==> config.mk <==
export PLATFORM = sky130hd
export DESIGN_NAME = cnn_div_23s_14s_9s
export DESIGN_NICKNAME = d
export VERILOG_FILES = /design/src/rtl/cnn_div_pkg.sv /design/src/rtl/cnn_div_23s_14s_9s_step.sv /design/src/rtl/cnn_div_23s_14s_9s.sv
export SDC_FILE = /design/constraint.sdc
export NUM_CORES = 1
export LEC_CHECK = 0
export BUFFER_PORTS_ARGS = -buffer_cell sky130_fd_sc_hd__buf_4
export CORE_MARGIN = 5
export CORE_UTILIZATION = 59
export DETAILED_ROUTE_END_ITERATION = 8
export GPL_TIMING_DRIVEN = 0
export PLACE_DENSITY = 0.81
export RECOVER_POWER = 25
export SYNTH_ARGS = -nofsm -noshare
export SYNTH_HDL_FRONTEND = slang
export SYNTH_SLANG_ARGS = --single-unit
==> constraint.sdc <==
create_clock -name ap_clk -period 3.3 [get_ports ap_clk]
set_input_delay 0.33 -clock ap_clk [delete_from_list [all_inputs] [get_ports ap_clk]]
set_output_delay 0.33 -clock ap_clk [all_outputs]
set_load 0.02 [all_outputs]
==> src/rtl/cnn_div_pkg.sv <==
// Shared definitions for the cnn_div_23s_14s_9s signed divider.
//   state_t         : sequencing states of the divider FSM
//   *_WIDTH_DEF     : default operand / result widths (23 / 14 / 9)
//   QMAX / QMIN     : clamp bounds of the signed quotient
package cnn_div_pkg;

  typedef enum logic [1:0] {
    IDLE = 2'd0,
    CALC = 2'd1,
    FIX  = 2'd2,
    DONE = 2'd3
  } state_t;

  localparam int DIN0_WIDTH_DEF = 23;
  localparam int DIN1_WIDTH_DEF = 14;
  localparam int DOUT_WIDTH_DEF = 9;

  localparam int QMAX = 255;
  localparam int QMIN = -256;

endpackage

==> src/rtl/cnn_div_23s_14s_9s_step.sv <==
// One restoring division step on unsigned magnitudes.
//   rem_in  : current partial remainder (always < divisor when divisor != 0)
//   bit_in  : next dividend bit, shifted in at the LSB
//   divisor : divisor magnitude
//   rem_out : new partial remainder
//   q_bit   : quotient bit produced by this step
module cnn_div_23s_14s_9s_step #(
  parameter int W = 14
) (
  input  logic [W-1:0] rem_in,
  input  logic         bit_in,
  input  logic [W-1:0] divisor,
  output logic [W-1:0] rem_out,
  output logic         q_bit
);

  logic [W:0]   shifted;
  logic [W-1:0] diff;

  always_comb begin
    shifted = {rem_in, bit_in};
    q_bit   = (shifted >= {1'b0, divisor});
    // When the subtraction succeeds the true difference is below the divisor,
    // so the low W bits hold it exactly.
    diff    = shifted[W-1:0] - divisor;
    rem_out = q_bit ? diff : shifted[W-1:0];
  end

endmodule

==> src/rtl/cnn_div_23s_14s_9s.sv <==
// Multi-cycle signed divider: din0 / din1, quotient clamped to dout_WIDTH bits.
//   ap_clk, ap_rst      : clock, asynchronous active-high reset
//   ap_start / ap_ready : request / combinational accept pulse (IDLE only)
//   ap_idle, ap_done    : in IDLE / one-cycle result-valid pulse
//   din0, din1          : signed dividend / divisor, captured on accept
//   dout, rem           : signed quotient (truncated toward zero) / remainder
//   sat, dbz            : quotient clamped / divisor was zero
//
// state | meaning
// IDLE  | waiting for ap_start, operands captured on accept
// CALC  | din0_WIDTH restoring steps, one per cycle
// FIX   | apply signs, clamp, handle divide-by-zero
// DONE  | results registered, ap_done high for this one cycle
module cnn_div_23s_14s_9s
  import cnn_div_pkg::*;
#(
  parameter int ID         = 1,
  parameter int din0_WIDTH = DIN0_WIDTH_DEF,
  parameter int din1_WIDTH = DIN1_WIDTH_DEF,
  parameter int dout_WIDTH = DOUT_WIDTH_DEF
) (
  input  logic                  ap_clk,
  input  logic                  ap_rst,
  input  logic                  ap_start,
  output logic                  ap_ready,
  output logic                  ap_idle,
  output logic                  ap_done,
  input  logic [din0_WIDTH-1:0] din0,
  input  logic [din1_WIDTH-1:0] din1,
  output logic [dout_WIDTH-1:0] dout,
  output logic [din1_WIDTH-1:0] rem,
  output logic                  sat,
  output logic                  dbz
);

  localparam int unused_id = ID;

  localparam int                    CW       = $clog2(din0_WIDTH);
  localparam logic [CW-1:0]         last_cnt = CW'(din0_WIDTH - 1);
  localparam logic [din0_WIDTH-1:0] pos_lim  = din0_WIDTH'(QMAX);
  localparam logic [din0_WIDTH-1:0] neg_lim  = din0_WIDTH'(-QMIN);
  localparam logic [dout_WIDTH-1:0] q_max    = dout_WIDTH'(QMAX);
  localparam logic [dout_WIDTH-1:0] q_min    = dout_WIDTH'(QMIN);

  state_t state, state_nxt;

  logic [CW-1:0]         cnt;
  // Dividend magnitude shifts out of the top while quotient bits shift in at
  // the bottom; after the last step it holds the quotient magnitude.
  logic [din0_WIDTH-1:0] a_q;
  logic [din1_WIDTH-1:0] r_q;
  logic [din1_WIDTH-1:0] d_mag;
  logic                  s0, s1;

  logic [din1_WIDTH-1:0] r_nxt;
  logic                  q_bit;

  logic                  neg;
  logic [dout_WIDTH-1:0] q_trunc;
  logic [dout_WIDTH-1:0] fix_dout;
  logic [din1_WIDTH-1:0] fix_rem;
  logic                  fix_sat;
  logic                  fix_dbz;

  cnn_div_23s_14s_9s_step #(.W(din1_WIDTH)) u_step (
    .rem_in  (r_q),
    .bit_in  (a_q[din0_WIDTH-1]),
    .divisor (d_mag),
    .rem_out (r_nxt),
    .q_bit   (q_bit)
  );

  always_ff @(posedge ap_clk or posedge ap_rst) begin
    if (ap_rst) state <= IDLE;
    else        state <= state_nxt;
  end

  always_comb begin
    state_nxt = state;
    case (state)
      IDLE:    if (ap_start) state_nxt = CALC;
      CALC:    if (cnt == last_cnt) state_nxt = FIX;
      FIX:     state_nxt = DONE;
      DONE:    state_nxt = IDLE;
      default: state_nxt = IDLE;
    endcase
  end

  // ap_ready is masked during reset so it reads 0 even with ap_start high.
  assign ap_ready = (state == IDLE) && ap_start && !ap_rst;
  assign ap_idle  = (state == IDLE);
  assign ap_done  = (state == DONE);

  always_comb begin
    neg      = s0 ^ s1;
    q_trunc  = a_q[dout_WIDTH-1:0];
    fix_dout = neg ? -q_trunc : q_trunc;
    fix_rem  = s0 ? -r_q : r_q;
    fix_sat  = 1'b0;
    fix_dbz  = 1'b0;
    if (d_mag == '0) begin
      fix_dbz  = 1'b1;
      fix_sat  = 1'b1;
      fix_rem  = '0;
      fix_dout = s0 ? q_min : q_max;
    end else if (!neg && (a_q > pos_lim)) begin
      fix_sat  = 1'b1;
      fix_dout = q_max;
    end else if (neg && (a_q > neg_lim)) begin
      fix_sat  = 1'b1;
      fix_dout = q_min;
    end
  end

  always_ff @(posedge ap_clk or posedge ap_rst) begin
    if (ap_rst) begin
      cnt   <= '0;
      a_q   <= '0;
      r_q   <= '0;
      d_mag <= '0;
      s0    <= 1'b0;
      s1    <= 1'b0;
      dout  <= '0;
      rem   <= '0;
      sat   <= 1'b0;
      dbz   <= 1'b0;
    end else begin
      case (state)
        IDLE: begin
          if (ap_start) begin
            s0    <= din0[din0_WIDTH-1];
            s1    <= din1[din1_WIDTH-1];
            // Unsigned magnitudes: negating the most negative value yields
            // its exact magnitude in the same width.
            a_q   <= din0[din0_WIDTH-1] ? -din0 : din0;
            d_mag <= din1[din1_WIDTH-1] ? -din1 : din1;
            r_q   <= '0;
            cnt   <= '0;
          end
        end
        CALC: begin
          a_q <= {a_q[din0_WIDTH-2:0], q_bit};
          r_q <= r_nxt;
          cnt <= (cnt == last_cnt) ? '0 : cnt + CW'(1);
        end
        FIX: begin
          dout <= fix_dout;
          rem  <= fix_rem;
          sat  <= fix_sat;
          dbz  <= fix_dbz;
        end
        default: ;
      endcase
    end
  end

endmodule

==> results.txt <==
CP arrival: 3.18 ns
Filler Cells Inserted: 798
Top cells by area, synth: dfrtp_1 37%, nand2_1 6.9%, o21ai_0 5.9%
Synthesized flop and latch total: 85
Fmax: 343 MHz
Max clock buf depth: 2
Hold endpoint: d_mag[2]$_DFFE_PP0P_
Post-synth top area share: 36.8%
Pin count of the biggest net entering global routing: 71
Worst r2r src: r_q[5]$_DFFE_PP0P_
Post-DP HPWL: 11300 um
Critical Path Source Type: register
CTS clk-pin slew, worst paths: 0.09 ns
Sw Ratio: 49.1%
Layout cell share with drive strength beyond 1: 13.7%
CP max stage cell: dfrtp_1
Antenna violations before repair: 0
Min Tclk post-route: 2.92 ns
Combinational share of power: 60.5%
DR iter-0 viols: 365
Leak: 0.00295 uW
Max-slew headroom: -14.1%
WHS Path Cells: 3
Drt pass-1 iters: 5
Die W: 109 um
Starting density of the core: 59.7%
Hold Vio Cnt, Final: 0
Post-synthesis cell type count: 63
Wire per inst: 16.5 um
Vias in the first global route: 5206
Fin nets: 833
Leading area contributor after synthesis: dfrtp_1
Ys Warns: 0
Worst-Margin Slew: 1.71 ns
Grt total ovfl: 0
Worst skew pair latency: 0.36 ns
Failing checks: max-capacitance violations, max-slew violations
Clk sinks: 85
Synth Flop Type: dfrtp_1
Post-synthesis cell area: 5780 um^2
Post-route DRC: 0
Power share of the clock group: 11.4%
Pwr dens: 1040 nW/um^2
Critical-path cell list: ha_1 > clkbuf_1 > o211ai_1 > a21o_1 > a21oi_1 > o211a_1 > clkbuf_1 > nor3_1 > o31ai_1
Hold path startpoint: din1[2]
Site Rows: 36
Area Growth Syn to Fin: 15.6%
WS Path Type: register to register
Boundary Pins: 68
NetSw: 3410 uW
Async set or reset register ratio after synthesis: 100%
CTS buffer count: 9
Post-route ant nets: 0
Tcrit/Tclk final: 88.4%
Port bufs: 66
Die height: 109 um
Most Frequent Cell on Critical Path: clkbuf_1
Internal power: 3530 uW
Status: finished, violations left
Worst-path maximum fanout: 10
# setup viols final: 0
Max Cap Viol: 1
Mapped Cells: 686
Seq/Total Area, Yosys: 36.8%
Net Count, Synth: 752
Worst hold-check path type: input pin to register
Die area: 11900 um^2
Pwr Total: 6940 uW
VDD IR-drop max: 0.000470 V
Routed WL: 14900 um
Clk root buf: clkbuf_8
Htree depth: 3
Vias: 5406
Worst path required time: 3.56 ns
CTS tree: built
N_diodes: 0
Flop-to-flop setup slack: 0.38 ns
Area of the multi-input gates: 3390 um^2
Reg area: 2130 um^2
First-pass GRT wire length: 24900 um
Final Skew: 0.0120 ns
Nature of the critical path endpoint: register
Synth Area per Inst: 8.43 um^2
Final Wtd Congestion: 0.910
Fin. max-slew vios: 71
Core ar.: 9680 um^2
Final core occ: 69.0%
Sequential Power Share: 28.1%
Tot GR Track Use: 26.0%
Reg2Reg Depth: 9
Post-synth EDFFs: 0
Vias/cell: 5.97
RSZ-0062 raised after global routing: no
R2r endpoint: r_q[13]$_DFFE_PP0P_
Worst stage delay on the critical path: 0.49 ns
-- kinds of logic after synthesis --
| logic type | after synthesis | synth area share [%] |
|---|---|---|
| compound gates | 201 | 22.6 |
| xor+xnor | 53 | 8.03 |
| fa+ha+maj | 26 | 5.76 |
| buf+inv | 70 | 4.63 |
| flops | 85 | 36.8 |
| mux | 16 | 2.77 |
| simple gates | 235 | 19.4 |
-- flip-flops by register name, indices dropped and copies added (netlist names) --
| name | flops |
|---|---|
| a_q | 23 |
| cnt | 5 |
| d_mag | 14 |
| dbz | 1 |
| dout | 9 |
| r_q | 14 |
| rem | 14 |
| s0 | 1 |
| s1 | 1 |
| sat | 1 |
| state | 2 |
-- routing by layer --
layer | track usage, % | share of wire (%)
met1 | 35.8 | 46
met2 | 42.6 | 47
met3 | 4.03 | 5.9
met4 | 7.12 | 1.5
met5 | 0 | 0
-- timing repair --
item	4_1_cts	5_1_grt
endpoints found under the hold margin	15	0
setup buffers	0	2
hold buffers	1	0
resized for setup	0	0
setup endpoints to repair	0	1
-- area by class of cell --
cell class	instances	share of cell area, %
inverter	34	1.93
clock buffer	10	2.06
timing repair buffer	70	7.87
clock inverter	6	1.05
tap	133	2.49
multi-input combinational	531	50.7
sequential	85	31.8
buffer	36	2.10
-- critical path: cells and delay by family, from the launching register on --
family / cells / cell delay [ns]
compound gates: 5 / 1.27
buf+inv: 2 / 0.65
flops: 1 / 0.49
fa+ha+maj: 1 / 0.32
simple gates: 1 / 0.08
-- synthesized netlist by cell type, types with 12 or more instances --
cell / n
nor2_1: 37
mux2i_1: 16
xnor2_1: 22
xor2_1: 31
inv_1: 32
a21oi_1: 33
ha_1: 25
o21ai_0: 68
o31ai_1: 22
nor3_1: 16
o211ai_1: 12
clkbuf_1: 29
nand2_1: 107
dfrtp_1: 85
-- per-stage QoR --
step                      instances  setup WS, ns  setup TNS (ns)  area [um^2]  hold slack (ns)
final                           905         0.384               0         6680            0.267
after global routing            905         0.148               0         6680            0.278
after CTS                       903         0.303               0         6690            0.264
after detailed placement        886         0.342               0         6470            0.279
after global placement          885        -0.108           -8.55         6440            0.467
after floorplan                 686         0.777               0         5780            0.451
-- placed cells by master (no fill, tap or decap), types with 4 or more instances in the layout --
cell type	n
a211oi_1	4
a21o_1	4
a21oi_1	33
a22o_1	4
a31o_2	4
and2_1	5
and3_1	4
buf_2	4
buf_4	67
clkbuf_1	29
clkbuf_8	10
dfrtp_1	85
ha_1	25
inv_1	31
mux2i_1	16
nand2_1	107
nand3_1	10
nand4_1	9
nor2_1	37
nor2b_1	5
nor3_1	16
nor4_1	9
o211ai_1	12
o21a_1	5
o21ai_0	68
o21ai_1	7
o2bb2ai_1	10
o31ai_1	22
o41ai_1	5
or3_1	10
or4_1	4
xnor2_1	22
xor2_1	31
-- worst max path at each step --
stage,startpoint,end,slack [ns]
global placement,ap_rst,rem[8]$_DFFE_PP0P_,-0.11
floorplan,ap_rst,a_q[0]$_DFFE_PP0P_,0.78
CTS,r_q[0]$_DFFE_PP0P_,r_q[0]$_DFFE_PP0P_,0.30
detailed placement,r_q[0]$_DFFE_PP0P_,r_q[0]$_DFFE_PP0P_,0.34
finish,r_q[5]$_DFFE_PP0P_,r_q[13]$_DFFE_PP0P_,0.38
global route,r_q[5]$_DFFE_PP0P_,r_q[0]$_DFFE_PP0P_,0.15
-- power groups by stage --
| stage | Clock [uW] | Combinational, uW | Sequential (uW) |
|---|---|---|---|
| floorplan | 0 | 2940 | 1970 |
| global placement | 0 | 4000 | 1930 |
| detailed placement | 0 | 4120 | 1960 |
| CTS | 795 | 4150 | 1940 |
| global route | 835 | 4690 | 2010 |
| finish | 790 | 4200 | 1950 |
Power figures use the tool's default switching activity.
